## config.mk

```make
export PLATFORM = sky130hd
export DESIGN_NAME = round_sequencer
export DESIGN_NICKNAME = d
export VERILOG_FILES = /design/src/rtl/round_sequencer.sv
export SDC_FILE = /design/constraint.sdc
export NUM_CORES = 1
export LEC_CHECK = 0
export ABC_AREA = 1
export BUFFER_PORTS_ARGS = -buffer_cell sky130_fd_sc_hd__buf_4
export CORE_AREA = 3 3 133 135
export DETAILED_ROUTE_END_ITERATION = 10
export DIE_AREA = 0 0 136 138
export HOLD_SLACK_MARGIN = 0.03
export PLACE_DENSITY = 0.8
export SLEW_MARGIN = 20
export SYNTH_ARGS = -nofsm -noshare
export SYNTH_HDL_FRONTEND = slang
export SYNTH_SLANG_ARGS = --single-unit
```

## constraint.sdc

```tcl
create_clock -name clk -period 2.5 [get_ports clk]
set_clock_uncertainty 0.2 [all_clocks]
set_input_delay 0.25 -clock clk [delete_from_list [all_inputs] [get_ports clk]]
set_output_delay 0.25 -clock clk [all_outputs]
set_load 0.03 [all_outputs]
```

## src/rtl/round_sequencer.sv

```systemverilog
// round_sequencer: drives an external card-round FSM with deal ticks and resets,
// tallies round results, enforces a round cap and detects stalled rounds.
module round_sequencer #(
    parameter int unsigned TICK_DIV   = 25000000,
    parameter int unsigned HOLD_TICKS = 4,
    parameter int unsigned DEAL_LIMIT = 8,
    parameter int unsigned MAX_ROUNDS = 0
) (
    input  logic       clk,
    input  logic       resetb,
    input  logic       run,
    input  logic       step_req,
    input  logic       clr,
    input  logic       player_win_light,
    input  logic       dealer_win_light,
    output logic       deal_tick,
    output logic       round_resetb,
    output logic       busy,
    output logic       fault,
    output logic       done,
    output logic [7:0] p_wins,
    output logic [7:0] d_wins,
    output logic [7:0] ties,
    output logic [7:0] rounds
);
    localparam logic [31:0] DIV_LAST  = 32'(TICK_DIV - 1);
    localparam logic [31:0] HOLD_LAST = 32'(HOLD_TICKS * TICK_DIV - 1);
    localparam logic [31:0] TICK_MAX  = 32'(DEAL_LIMIT);
    localparam logic [31:0] ROUND_CAP = 32'(MAX_ROUNDS);

    typedef enum logic [2:0] {IDLE, RRST, DEAL, RECORD, HOLD, FAULT} state_t;

    state_t      state;
    logic [31:0] div_cnt;
    logic [31:0] hold_cnt;
    logic [31:0] tick_cnt;
    logic        rrst_cnt;
    logic        step_q;
    logic [1:0]  result;
    logic [1:0]  lights;
    logic        step_rise;

    assign lights    = {player_win_light, dealer_win_light};
    assign step_rise = step_req & ~step_q;

    function automatic logic [7:0] sat_inc(input logic [7:0] v);
        return (v == 8'hFF) ? v : v + 8'd1;
    endfunction

    always_ff @(posedge clk or negedge resetb) begin
        if (!resetb) begin
            state        <= IDLE;
            div_cnt      <= '0;
            hold_cnt     <= '0;
            tick_cnt     <= '0;
            rrst_cnt     <= 1'b0;
            step_q       <= 1'b0;
            result       <= '0;
            deal_tick    <= 1'b0;
            round_resetb <= 1'b0;
            busy         <= 1'b0;
            fault        <= 1'b0;
            done         <= 1'b0;
            p_wins       <= '0;
            d_wins       <= '0;
            ties         <= '0;
            rounds       <= '0;
        end else begin
            step_q    <= step_req;
            deal_tick <= 1'b0;
            case (state)
                IDLE: begin
                    if (clr) begin
                        p_wins <= '0;
                        d_wins <= '0;
                        ties   <= '0;
                        rounds <= '0;
                        done   <= 1'b0;
                    end
                    if ((run && !done) || step_rise) begin
                        state    <= RRST;
                        rrst_cnt <= 1'b0;
                        busy     <= 1'b1;
                    end
                end
                RRST: begin
                    rrst_cnt <= 1'b1;
                    if (rrst_cnt) begin
                        state        <= DEAL;
                        div_cnt      <= '0;
                        tick_cnt     <= '0;
                        round_resetb <= 1'b1;
                    end
                end
                DEAL: begin
                    // A result seen on a wrap cycle wins: no tick is issued for it.
                    if (lights != 2'b00) begin
                        state  <= RECORD;
                        result <= lights;
                    end else if (div_cnt == DIV_LAST) begin
                        div_cnt <= '0;
                        if (tick_cnt == TICK_MAX) begin
                            state        <= FAULT;
                            fault        <= 1'b1;
                            round_resetb <= 1'b0;
                        end else begin
                            deal_tick <= 1'b1;
                            tick_cnt  <= tick_cnt + 32'd1;
                        end
                    end else begin
                        div_cnt <= div_cnt + 32'd1;
                    end
                end
                RECORD: begin
                    case (result)
                        2'b10:   p_wins <= sat_inc(p_wins);
                        2'b01:   d_wins <= sat_inc(d_wins);
                        2'b11:   ties   <= sat_inc(ties);
                        default: ;
                    endcase
                    rounds   <= sat_inc(rounds);
                    state    <= HOLD;
                    hold_cnt <= '0;
                end
                HOLD: begin
                    if (hold_cnt == HOLD_LAST) begin
                        round_resetb <= 1'b0;
                        if (ROUND_CAP != '0 && {24'd0, rounds} >= ROUND_CAP) begin
                            done  <= 1'b1;
                            state <= IDLE;
                            busy  <= 1'b0;
                        end else if (run) begin
                            state    <= RRST;
                            rrst_cnt <= 1'b0;
                        end else begin
                            state <= IDLE;
                            busy  <= 1'b0;
                        end
                    end else begin
                        hold_cnt <= hold_cnt + 32'd1;
                    end
                end
                FAULT: begin
                    if (!run && !step_req) begin
                        state <= IDLE;
                        fault <= 1'b0;
                        busy  <= 1'b0;
                    end
                end
                default: state <= IDLE;
            endcase
        end
    end
endmodule

```

======== Yosys cells after proc, flatten, opt, wreduce, memory -nomap -nowiden ========
Index checks and enable logic that the tools add are counted.
word-level totals
  register bits after elaboration ......... 139
  bits in latches ......................... 0
  memory bits (writable) .................. 0
  bits in read-only memories .............. 0
  output and inout bits ................... 37
  logic and storage cells ................. 140
  memories kept ........................... 0
cells by class
  add/subtract/negate cells ............... 7
  multipliers ............................. 0
  div/mod/pow operators ................... 0
  magnitude comparators ................... 0
  eq/ne operators ......................... 36
  shift-type cells ........................ 0
  multiplexer cells ....................... 54
  bitwise gates (word level) .............. 2
  reductions and logical operators ........ 26
operators by type and width
  operator               number
  $mux 32                7
  $pmux 32 s2            3
  $add 32x1->32 const B  3
  $mux 8                 8
  $pmux 8 s2             4
  $ne 2x2->1 const B     17
  $add 8x1->8 const B    4
  $eq 32x25->1 const B   1
  $eq 32x27->1 const B   1
  $eq 32x4->1 const B    1
  $eq 8x8->1 const B     4
  $mux 3                 7
  $mux 1                 20
  $pmux 3 s6             1
  $reduce_and 4->1       4
  $reduce_and 5->1       3
  $reduce_and 6->1       2
  $reduce_bool 2->1      5
  $pmux 1 s3             3
  $reduce_bool 3->1      3
  $eq 3x2->1 const B     2
  $eq 3x3->1 const B     2
  $ne 3x3->1 const B     2
  $reduce_and 3->1       2
  other kinds (12)       16

======== Longest topological paths before layout ========
Gate-level depths: netlist of the first run.
  depth in word-level cells ............... 5
  gate-level depth with buffers ........... 12
  mapped depth without buffers ............ 12

======== Worst setup path before layout of the first run ========
No wires, ideal clock.
  path type ............................... register -> register
  start point ............................. register d_wins[1]
  end point ............................... register d_wins[6]
  setup time .............................. 126 ps
  data arrival time ....................... 1682 ps
  required time ........................... 2174 ps
  setup slack ............................. 491 ps
  stages on the path, launching flop included .. 12
  buffers on the path ..................... 1
  clock period less this slack ............ 2009 ps
  path through ............................ dfrtp_1 -> ha_1 -> nand3_1 -> nor2_1 -> nand2_1 -> nor2_1 -> nand2_1 -> nand3_1 -> nand2_1 -> inv_1 -> buf_2 -> o21ai_0
on the way
  cells in the longest elaborated chain, start to end .. 4
  elaborated cells on any way between the ends .. 7
  those cells by class .................... add/sub (1); eq/ne (2); mux (3); reduce/logical (1)
RTL lines
  item                      line  source
  start: declaration        22    output logic [7:0] d_wins,
  start signal: assignment  117   2'b01: d_wins <= sat_inc(d_wins);
  $add 8x1->8               47    return (v == 8'hFF) ? v : v + 8'd1;
  $mux 8                    47
  $mux 8                    115   case (result)
  $pmux 8 s2                71    case (state)
Several ways; a longest one is shown, not always the timed one. The select of a mux whose other input is x is not followed.
A chain may end at the register's enable or synchronous reset.

======== Final worst setup path of the first run ========
  start point ............................. register div_cnt[0]
  end point ............................... register div_cnt[4]
on the way
  cells in the longest elaborated chain, start to end .. 4
  elaborated cells on any way between the ends .. 5
  those cells by class .................... add/sub (1); eq/ne (1); mux (3)
RTL lines
  item                                           line      source
  start: declaration                             34        logic [31:0] div_cnt;
  start signal: assignment                       111       div_cnt <= div_cnt + 32'd1;
  $add 32x1->32 or $eq 32x25->1 (tied branches)  111, 100
  $mux 32 (*)                                    100       end else if (div_cnt == DIV_LAST) begin
  $mux 32 (*)                                    97        if (lights != 2'b00) begin
  $pmux 32 s2 (*)                                71
Every way passes the cells marked *; elsewhere a longest branch is shown, timed or not. The select of a mux whose other input is x is not followed.

==> results of run 1 <==
-- synthesized netlist by cell type (9+ instances only) --
cell	number	share of area, %
a21oi_1	22	1.2
buf_2	16	0.88
dfrtp_1	139	38
inv_1	152	6.2
nand2_1	419	17
nand2_2	9	0.62
nand3_1	147	8.0
nand4_1	45	3.1
nor2_1	230	9.4
nor3_1	39	2.1
o21ai_0	66	3.6
xor2_1	28	2.7
-- per-layer routing --
| layer | global-route usage, % | vias up |
|---|---|---|
| li1 | - | 4585 |
| met1 | 37.4 | 4291 |
| met2 | 41.6 | 290 |
| met3 | 5.49 | 52 |
| met4 | 7.96 | 0 |
| met5 | 0 | - |
-- registers in the layout, indices dropped and copies added (netlist names) --
signal / flops
d_wins: 8
result: 2
round_resetb: 1
rounds: 8
p_wins: 8
div_cnt: 32
rrst_cnt: 1
state: 3
busy: 1
step_q: 1
deal_tick: 1
ties: 8
hold_cnt: 32
tick_cnt: 32
fault: 1
-- metrics by stage --
| step | power, uW | cell area [um2] |
|---|---|---|
| floorplan | 4260 | 9140 |
| global placement | 4850 | 9720 |
| detailed placement | 4890 | 9720 |
| CTS | 7450 | 10400 |
| global route | 7840 | 10400 |
| finish | 7450 | 10400 |
-- layout make-up --
class	instances	area [um2]
clock buffers	20	447
clock inverters	12	136
fillers	1551	6190
inverters	155	582
multi-input cells	1065	4920
flip-flops and latches	139	3480
well taps	220	275
repair buffers	68	554
-- critical path, cell delays in order (launching register included) --
cell and delay, ns:
dfrtp_1 0.40, ha_1 0.26, nand3_1 0.12, inv_1 0.12, nand2_1 0.09, nor2_1 0.04
nand2_1 0.06, nand2_1 0.10, nand2_1 0.37, inv_1 0.25, nor3_1 0.24
-- worst max-delay path by stage --
stage / end / slack [ns] / cells past startpoint
CTS: hold_cnt[16]$_DFFE_PN0P_ / 0.13 / 10
detailed placement: hold_cnt[16]$_DFFE_PN0P_ / -0.06 / 10
floorplan: d_wins[6]$_DFFE_PN0P_ / 0.49 / 11
finish: div_cnt[4]$_DFFE_PN0P_ / 0.16 / 10
global placement: hold_cnt[16]$_DFFE_PN0P_ / 0.06 / 10
global route: state[0]$_DFFE_PN0P_ / 0.0006 / 10
-- power by group --
group,switching [uW],internal (uW)
clock,1040,1510
combinational,1690,623
sequential,196,2400
total,2920,4530
-- cells by family after synthesis --
kind of cell	Yosys count	share of synthesized area, %
other	1	0.0410
flip-flops	139	38.1
AO/OA/AOI/OAI	112	6.60
XOR/XNOR	33	3.16
AND/OR/NAND/NOR	910	42.5
multiplexers	1	0.110
buffers and inverters	189	8.39
adder cells (fa/ha/maj)	8	1.10
-- what timing repair did --
action | 4_1_cts | 5_1_grt
hold buffers | 6 | 0
gates resized for setup | 1 | 3
hold endpoints to repair | 99 | 0
endpoints found under the setup margin | 5 | 31
cloned | 0 | 0
pin swaps | 0 | 0
==> out/results.ini, run 1 <==
[placement]
portBuffers = 42
post-place-cells = 1641
dp_hpwl_um = 18000
place.gp.congestion = 0.965
post-place-ws_ns = -0.0611

[cells_and_area]
finalNonFillerCells = 1679
layout_common_cells = nand2_1, nor2_1, inv_1
area_delta_synth_final_pct = 13.7
drive_gt1_share_pct = 7.81
fin_util_pct = 62.7
nNetsFinal = 1461
diodes = 0
mostFrequentLayoutCell = nand2_1

[synth]
syn_nets = 1408
ys_warn_count = 0
ys_types = 40
synth_seq_cells = 139
ys_seq_area_share_pct = 38.1
ys.flop_type = dfrtp_1
synth_edf_count = 0
ys_async_sr_fraction_pct = 100
syn_inst = 1393
synth.avg_cell_area_um2 = 6.56
synth_area_um2 = 9140

[routing]
wl_per_cell_um = 14.6
first_pass_iters = 6
ant_nets = 0
drt-initial-drc-count = 821
top_layer = met4
met3_length_um = 1610
drt-met1-wl_um = 11000
wl_met2_um = 11300
routed_wl_um = 24500
via_per_inst = 5.49
drc_errors = 0
vias = 9218

[cts]
numCtsBuffers = 17
cts.sinks = 139
clk_latency_ns = 0.43
cts_tree = done
cts_buffer_depth = 2
cts.htree.levels = 4
cts_setup_buffers = 0
cts.reportedPaths.clkPinSlew_ns = 0.07
root_buffer = clkbuf_16

[global_routing]
grt_max_degree = 55
track_usage_pct = 26.6
grt_pass1_wl_um = 41400
antenna_found_initial = 0
grt_pass1_vias = 8684
overflow = 0

[floorplan]
dieWidth_um = 136
design.core.area_um2 = 16600
dieArea_um2 = 18800
io_pins = 44
initial_utilization_pct = 55.1
placementRows = 47
die-height_um = 138

[timing]
rsz0062_at_grt = no
final_max_slew_viol_count = 0
finalCriticalPeriod_ns = 2.34
hold_slack_ns = 0.140
setup_viol = 0
worst_slack_ns = 0.158
finalSetupTns_ns = 0
fin_crit_sh_pct = 93.7
fmax_ghz = 0.427
maxSlewHeadroom_pct = 65.1
finalHoldViolCount = 0
worst-slew-pin-transition_ns = 0.523

[worst_setup_path]
startpoint_type = flop
cp.required_ns = 2.63
r2r-start = div_cnt[0]$_DFFE_PN0P_
reg2reg_to = div_cnt[4]$_DFFE_PN0P_
startpoint = div_cnt[0]$_DFFE_PN0P_
worstSetupPathType = flop to flop
crit_fanout = 12
rrSetupSlack_ns = 0.16
cp_data_arrival_time_ns = 2.48
crit_path_end_kind = flop
reg2reg_depth = 10

[pwr]
peakVddDrop_uv = 571
power_leakage_uw = 0.00478
powerDensity_nw_per_um2 = 717

[job]
maxCapViolations = 0

[outcome]
outcome = complete, no violations

[hold_path]
hold_path_class = input port to asynchronous set/reset pin

(Power assumes the default switching activity.)
==> inputs of run 2 (changes only) <==
--- a/config.mk
+++ b/config.mk
@@ -12,6 +12,7 @@
 export DIE_AREA = 0 0 136 138
 export HOLD_SLACK_MARGIN = 0.03
 export PLACE_DENSITY = 0.8
+export REMOVE_ABC_BUFFERS = 1
 export SLEW_MARGIN = 20
 export SYNTH_ARGS = -nofsm -noshare
 export SYNTH_HDL_FRONTEND = slang
==> run 2 against run 1 <==
  * Critical path type is now input port to flop
  * Register-to-register slack improved by 0.04 ns
  * Worst setup slack improved by 0.0025 ns
  * Hold slack improved by 0.013 ns
  * Critical path depth rose by 1
  * Sequential power barely moved
  * Design area barely moved
  * Flip-flop and latch count did not move
  * Power fell by 1.4%
  * Clock power fell by 2%
  * Maximum frequency rose by 0.11%
  * Global-route usage fell by 0.33 points
  * Combinational power barely moved
==> out/results.ini, run 2 (synthesized netlist as in run 1, its figures left out) <==
[outcome]
outcome = complete, no violations

[placement]
dp_hpwl_um = 17700
post-place-ws_ns = 0.112
place.gp.congestion = 0.980
portBuffers = 42

[worst_setup_path]
critical_path.top_delay_family = simple AND/OR/NAND/NOR gates
slowest_stage = dlygate4sd3_1
slowest_delay_ns = 0.56
cp.required_ns = 2.66
path_cells = dlygate4sd3_1 > buf_4 > or2_2 > nand2_2 > nand2_2 > nor2_8 > nand3_4 > nand2_2 > buf_12 > nand3_1 > nand2_1
r2r-start = div_cnt[1]$_DFFE_PN0P_
reg2reg_to = div_cnt[4]$_DFFE_PN0P_
timing.critical_path.buf_inv = 3
startpoint = player_win_light
rrSetupSlack_ns = 0.20
reg2reg_depth = 10
cp_data_arrival_time_ns = 2.50
crit_path_frequent_cell = nand2_2
crit_fanout = 38
crit_path_end_kind = flop
worstSetupPathType = input port to flop
startpoint_type = input port

[timing]
finalSetupTns_ns = 0
rsz0062_at_grt = no
finalCriticalPeriod_ns = 2.34
final_max_slew_viol_count = 0
fin_crit_sh_pct = 93.6
finalHoldViolCount = 0
maxSlewHeadroom_pct = 63.4
worst_slack_ns = 0.160
worst-slew-pin-transition_ns = 0.549
setup_viol = 0
fmax_ghz = 0.427

[routing]
first_pass_iters = 5
drc_errors = 0
ant_nets = 0
vias = 9342
drt-initial-drc-count = 812
wl_per_cell_um = 14.4
via_per_inst = 5.56
routed_wl_um = 24200

[pwr]
powerDensity_nw_per_um2 = 707
finalPower_uw = 7350
peakVddDrop_uv = 507
power_leakage_uw = 0.00478

[cts]
clk_latency_ns = 0.43
numCtsBuffers = 17
cts_setup_buffers = 0
cts.reportedPaths.clkPinSlew_ns = 0.06
cts_tree = done
cts.htree.levels = 4
cts.sinks = 139
root_buffer = clkbuf_16
cts_buffer_depth = 2

[floorplan]
design.core.area_um2 = 16600
dieArea_um2 = 18800
initial_utilization_pct = 55.1
io_pins = 44
placementRows = 47
dieWidth_um = 136
die-height_um = 138

[cells_and_area]
drive_gt1_share_pct = 8.21
fillCellCount = 1498
layout_common_cells = nand2_1, nor2_1, inv_1
nNetsFinal = 1463
area_delta_synth_final_pct = 13.6
top_regs = div_cnt x32, hold_cnt x32, tick_cnt x32
diodes = 0
mostFrequentLayoutCell = nand2_1

[global_routing]
grt_pass1_wl_um = 41000
grt_max_degree = 58
antenna_found_initial = 0
overflow = 0
track_usage_pct = 26.3
grt_pass1_vias = 8738

[job]
maxCapViolations = 0

[hold_path]
hold_path_class = input port to asynchronous set/reset pin

run 2: worst reg2reg max path: cells and delay by family (launching register included):
family,cells,cell delay [ns]
AND/OR/NAND/NOR,7,1.05
buffers and inverters,2,0.30
adder cells (fa/ha/maj),1,0.24
flip-flops,1,0.41
run 2: per-layer routing:
metal / global-route usage (%) / wire [um]
met5: 0 / 0
met4: 8.49 / 487
met3: 5.16 / 1550
met2: 41.6 / 11300
met1: 36.4 / 10800
run 2: timing repair:
item                       CTS  global route
hold buffers                 6             0
gates resized for setup      0             3
hold endpoints to repair    67             0
setup endpoints to repair    0            17
run 2: area by class of cell:
type | count | area, um2 | share of cell area (%)
multi-input combinational | 1065 | 4900 | 47.2
inverter | 155 | 582 | 5.60
timing repair buffer | 70 | 569 | 5.48
clock inverter | 14 | 138 | 1.33
clock buffer | 18 | 439 | 4.23
tap | 220 | 275 | 2.65
sequential | 139 | 3480 | 33.5
run 2: power by group:
group | internal (uW) | switching [uW] | total, uW | leakage, uW
clock network | 1410 | 1070 | 2480 | 0.000266
registers | 2400 | 187 | 2590 | 0.00192
logic | 626 | 1650 | 2280 | 0.00260
run 2: per-stage QoR:
stage	utilization (%)	cells	hold slack, ns	cell area [um2]
2_1_floorplan	-	1359	-0.246	8950
3_3_place_gp	58.7	1643	0.0500	9740
3_5_place_dp	58.7	1643	0.0561	9740
4_1_cts	62.6	1681	0.179	10400
5_1_grt	62.6	1681	0.218	10400
6_report	62.6	1681	0.153	10400
run 2: worst max path at each step:
stage | endpoint | slack, ns | cells past startpoint
final | tick_cnt[16]$_DFFE_PN0P_ | 0.16 | 11
after global routing | tick_cnt[3]$_DFFE_PN0P_ | 0.05 | 11
after CTS | div_cnt[4]$_DFFE_PN0P_ | 0.1 | 10
after detailed placement | div_cnt[4]$_DFFE_PN0P_ | 0.11 | 10
after global placement | div_cnt[4]$_DFFE_PN0P_ | 0.22 | 10
after floorplan | tick_cnt[12]$_DFFE_PN0P_ | -0.09 | 8
==> inputs of run 3 (changes only) <==
--- a/config.mk
+++ b/config.mk
@@ -7,11 +7,12 @@
 export LEC_CHECK = 0
 export ABC_AREA = 1
 export BUFFER_PORTS_ARGS = -buffer_cell sky130_fd_sc_hd__buf_4
-export CORE_AREA = 3 3 133 135
+export CAP_MARGIN = 20
+export CORE_AREA = 3 3 140 115
 export DETAILED_ROUTE_END_ITERATION = 10
-export DIE_AREA = 0 0 136 138
+export DIE_AREA = 0 0 143 118
 export HOLD_SLACK_MARGIN = 0.03
-export PLACE_DENSITY = 0.8
+export PLACE_DENSITY = 0.88
 export REMOVE_ABC_BUFFERS = 1
 export SLEW_MARGIN = 20
 export SYNTH_ARGS = -nofsm -noshare
==> run 3 against run 2 <==
  * Clock-buffer cell count grew 1
  * Global-route usage grew 3.8 points
  * Largest power group is now clock
  * Sequential power is essentially flat
  * First-iteration DRC count is 29% higher
  * Routed wire length rose by 2.6%
  * Critical path depth is 1 lower
  * Die area is 10% lower
  * Clock power increased by 10%
  * Core utilization is 7.4 points higher
  * Sequential share of layout area is 0.068 points lower
  * Combinational power increased by 4%
  * Register-to-register slack improved by 0.02 ns
==> out/results.ini, run 3 (synthesized netlist as in run 1, its figures left out) <==
[cts]
cts_setup_buffers = 0
cts.htree.levels = 4
cts_buffer_depth = 2
cts.reportedPaths.clkPinSlew_ns = 0.06
root_buffer = clkbuf_16
cts_tree = done
numCtsBuffers = 17
cts.sinks = 139
clk_latency_ns = 0.44

[cells_and_area]
top_regs = div_cnt x32, hold_cnt x32, tick_cnt x32
area_delta_synth_final_pct = 13.9
fillCellCount = 1224
mostFrequentLayoutCell = nand2_1
diodes = 0
layout_common_cells = nand2_1, nor2_1, inv_1
drive_gt1_share_pct = 8.28
fin_util_pct = 70.0
nNetsFinal = 1464

[global_routing]
antenna_found_initial = 0
grt_pass1_wl_um = 41700
grtUsageMet3_pct = 7.15
overflow = 0
use_met1_pct = 43.7
grt_max_degree = 54
grt_pass1_vias = 8630
track_usage_pct = 30.1
use_met2_pct = 44.6
grt-busiest-layer = met2

[placement]
place.gp.congestion = 0.983
portBuffers = 42
dp_hpwl_um = 17800

[worst_setup_path]
crit_fanout = 12
worstSetupPathType = input port to flop
startpoint_type = input port
cp.required_ns = 2.60
rrSetupSlack_ns = 0.22
crit_path_end_kind = flop
cp_data_arrival_time_ns = 2.46

[floorplan]
placementRows = 40
die-height_um = 118
design.core.area_um2 = 14900
dieWidth_um = 143
initial_utilization_pct = 61.5
io_pins = 44
dieArea_um2 = 16900

[pwr]
peakVddDrop_uv = 709
power_leakage_uw = 0.00481
powerDensity_nw_per_um2 = 741

[timing]
rsz0062_at_grt = no
hold_slack_ns = 0.144
setup_viol = 0
worst-slew-pin-transition_ns = 0.492
maxSlewHeadroom_pct = 66.9
finalCriticalPeriod_ns = 2.36
fmax_ghz = 0.424
final_max_slew_viol_count = 0
fin_crit_sh_pct = 94.4
finalHoldViolCount = 0

[routing]
via_per_inst = 5.71
vias = 9426
wl_per_cell_um = 15.0
ant_nets = 0
routed_wl_um = 24800
first_pass_iters = 7
drt-initial-drc-count = 1050
drc_errors = 0

[outcome]
outcome = complete, no violations

[hold_path]
hold_path_class = input port to asynchronous set/reset pin

[job]
maxCapViolations = 0

## run 3: cell count changes in the layout (fill, tap and decap cells not counted), moves of 2 or more
cell / before / now
bufinv_16: 1 / 4
clkinv_2: 0 / 2
clkinv_4: 4 / 1
clkinvlp_4: 5 / 3
## run 3: stage by stage
stage / TNS [ns] / instances / cell area [um2] / power, uW / setup WS (ns)
finish: 0 / 1651 / 10400 / 7720 / 0.140
global route: 0 / 1651 / 10400 / 8120 / 0.0152
CTS: 0 / 1650 / 10400 / 7660 / 0.0577
detailed placement: 0 / 1612 / 9700 / 4910 / 0.0799
global placement: 0 / 1612 / 9700 / 4840 / 0.196
floorplan: -2.14 / 1359 / 8950 / 4020 / -0.0891
## run 3: routing by layer
metal  routed length [um]  up-vias
li1                     -     4588
met1                11100     4331
met2                10800      442
met3                 2260       65
met4                  626        0
met5                    0        -
## run 3: area by class of cell
| type | count | area [um2] | area share, % |
|---|---|---|---|
| Clock inverter | 13 | 188 | 1.80 |
| Sequential cell | 139 | 3480 | 33.4 |
| Inverter | 155 | 582 | 5.59 |
| Clock buffer | 19 | 443 | 4.25 |
| Multi-Input combinational cell | 1066 | 4910 | 47.2 |
| Tap cell | 189 | 236 | 2.27 |
| Timing Repair Buffer | 70 | 569 | 5.47 |
## run 3: final timing paths
check,end,depth (start not counted),from
min reg2reg,rrst_cnt$_DFFE_PN0P_,2,rrst_cnt$_DFFE_PN0P_
max reg2reg,hold_cnt[15]$_DFFE_PN0P_,10,hold_cnt[0]$_DFFE_PN0P_
min,hold_cnt[27]$_DFFE_PN0P_,2,resetb
max in group asynchronous,div_cnt[4]$_DFFE_PN0P_,3,resetb
min in group clk,rrst_cnt$_DFFE_PN0P_,2,rrst_cnt$_DFFE_PN0P_
max,div_cnt[7]$_DFFE_PN0P_,10,player_win_light
## run 3: what timing repair did
action                                 in CTS  in global routing
resized for setup                           0                  4
hold buffers                                6                  0
endpoints found under the hold margin     120                  0
setup endpoints to repair                   0                 41
## run 3: critical path, stage by stage
cell and delay (ns):
dlygate4sd3_1 0.55, buf_4 0.14, or2_2 0.32, nand2_2 0.10, nand2_2 0.14, nor2_8 0.28, buf_4 0.22, nand3_1 0.11
o21ai_0 0.25, a21oi_1 0.11
## run 3: where the power goes
part | internal [uW] | switching [uW]
clock | 1700 | 1040
sequential | 2400 | 188
combinational | 658 | 1720
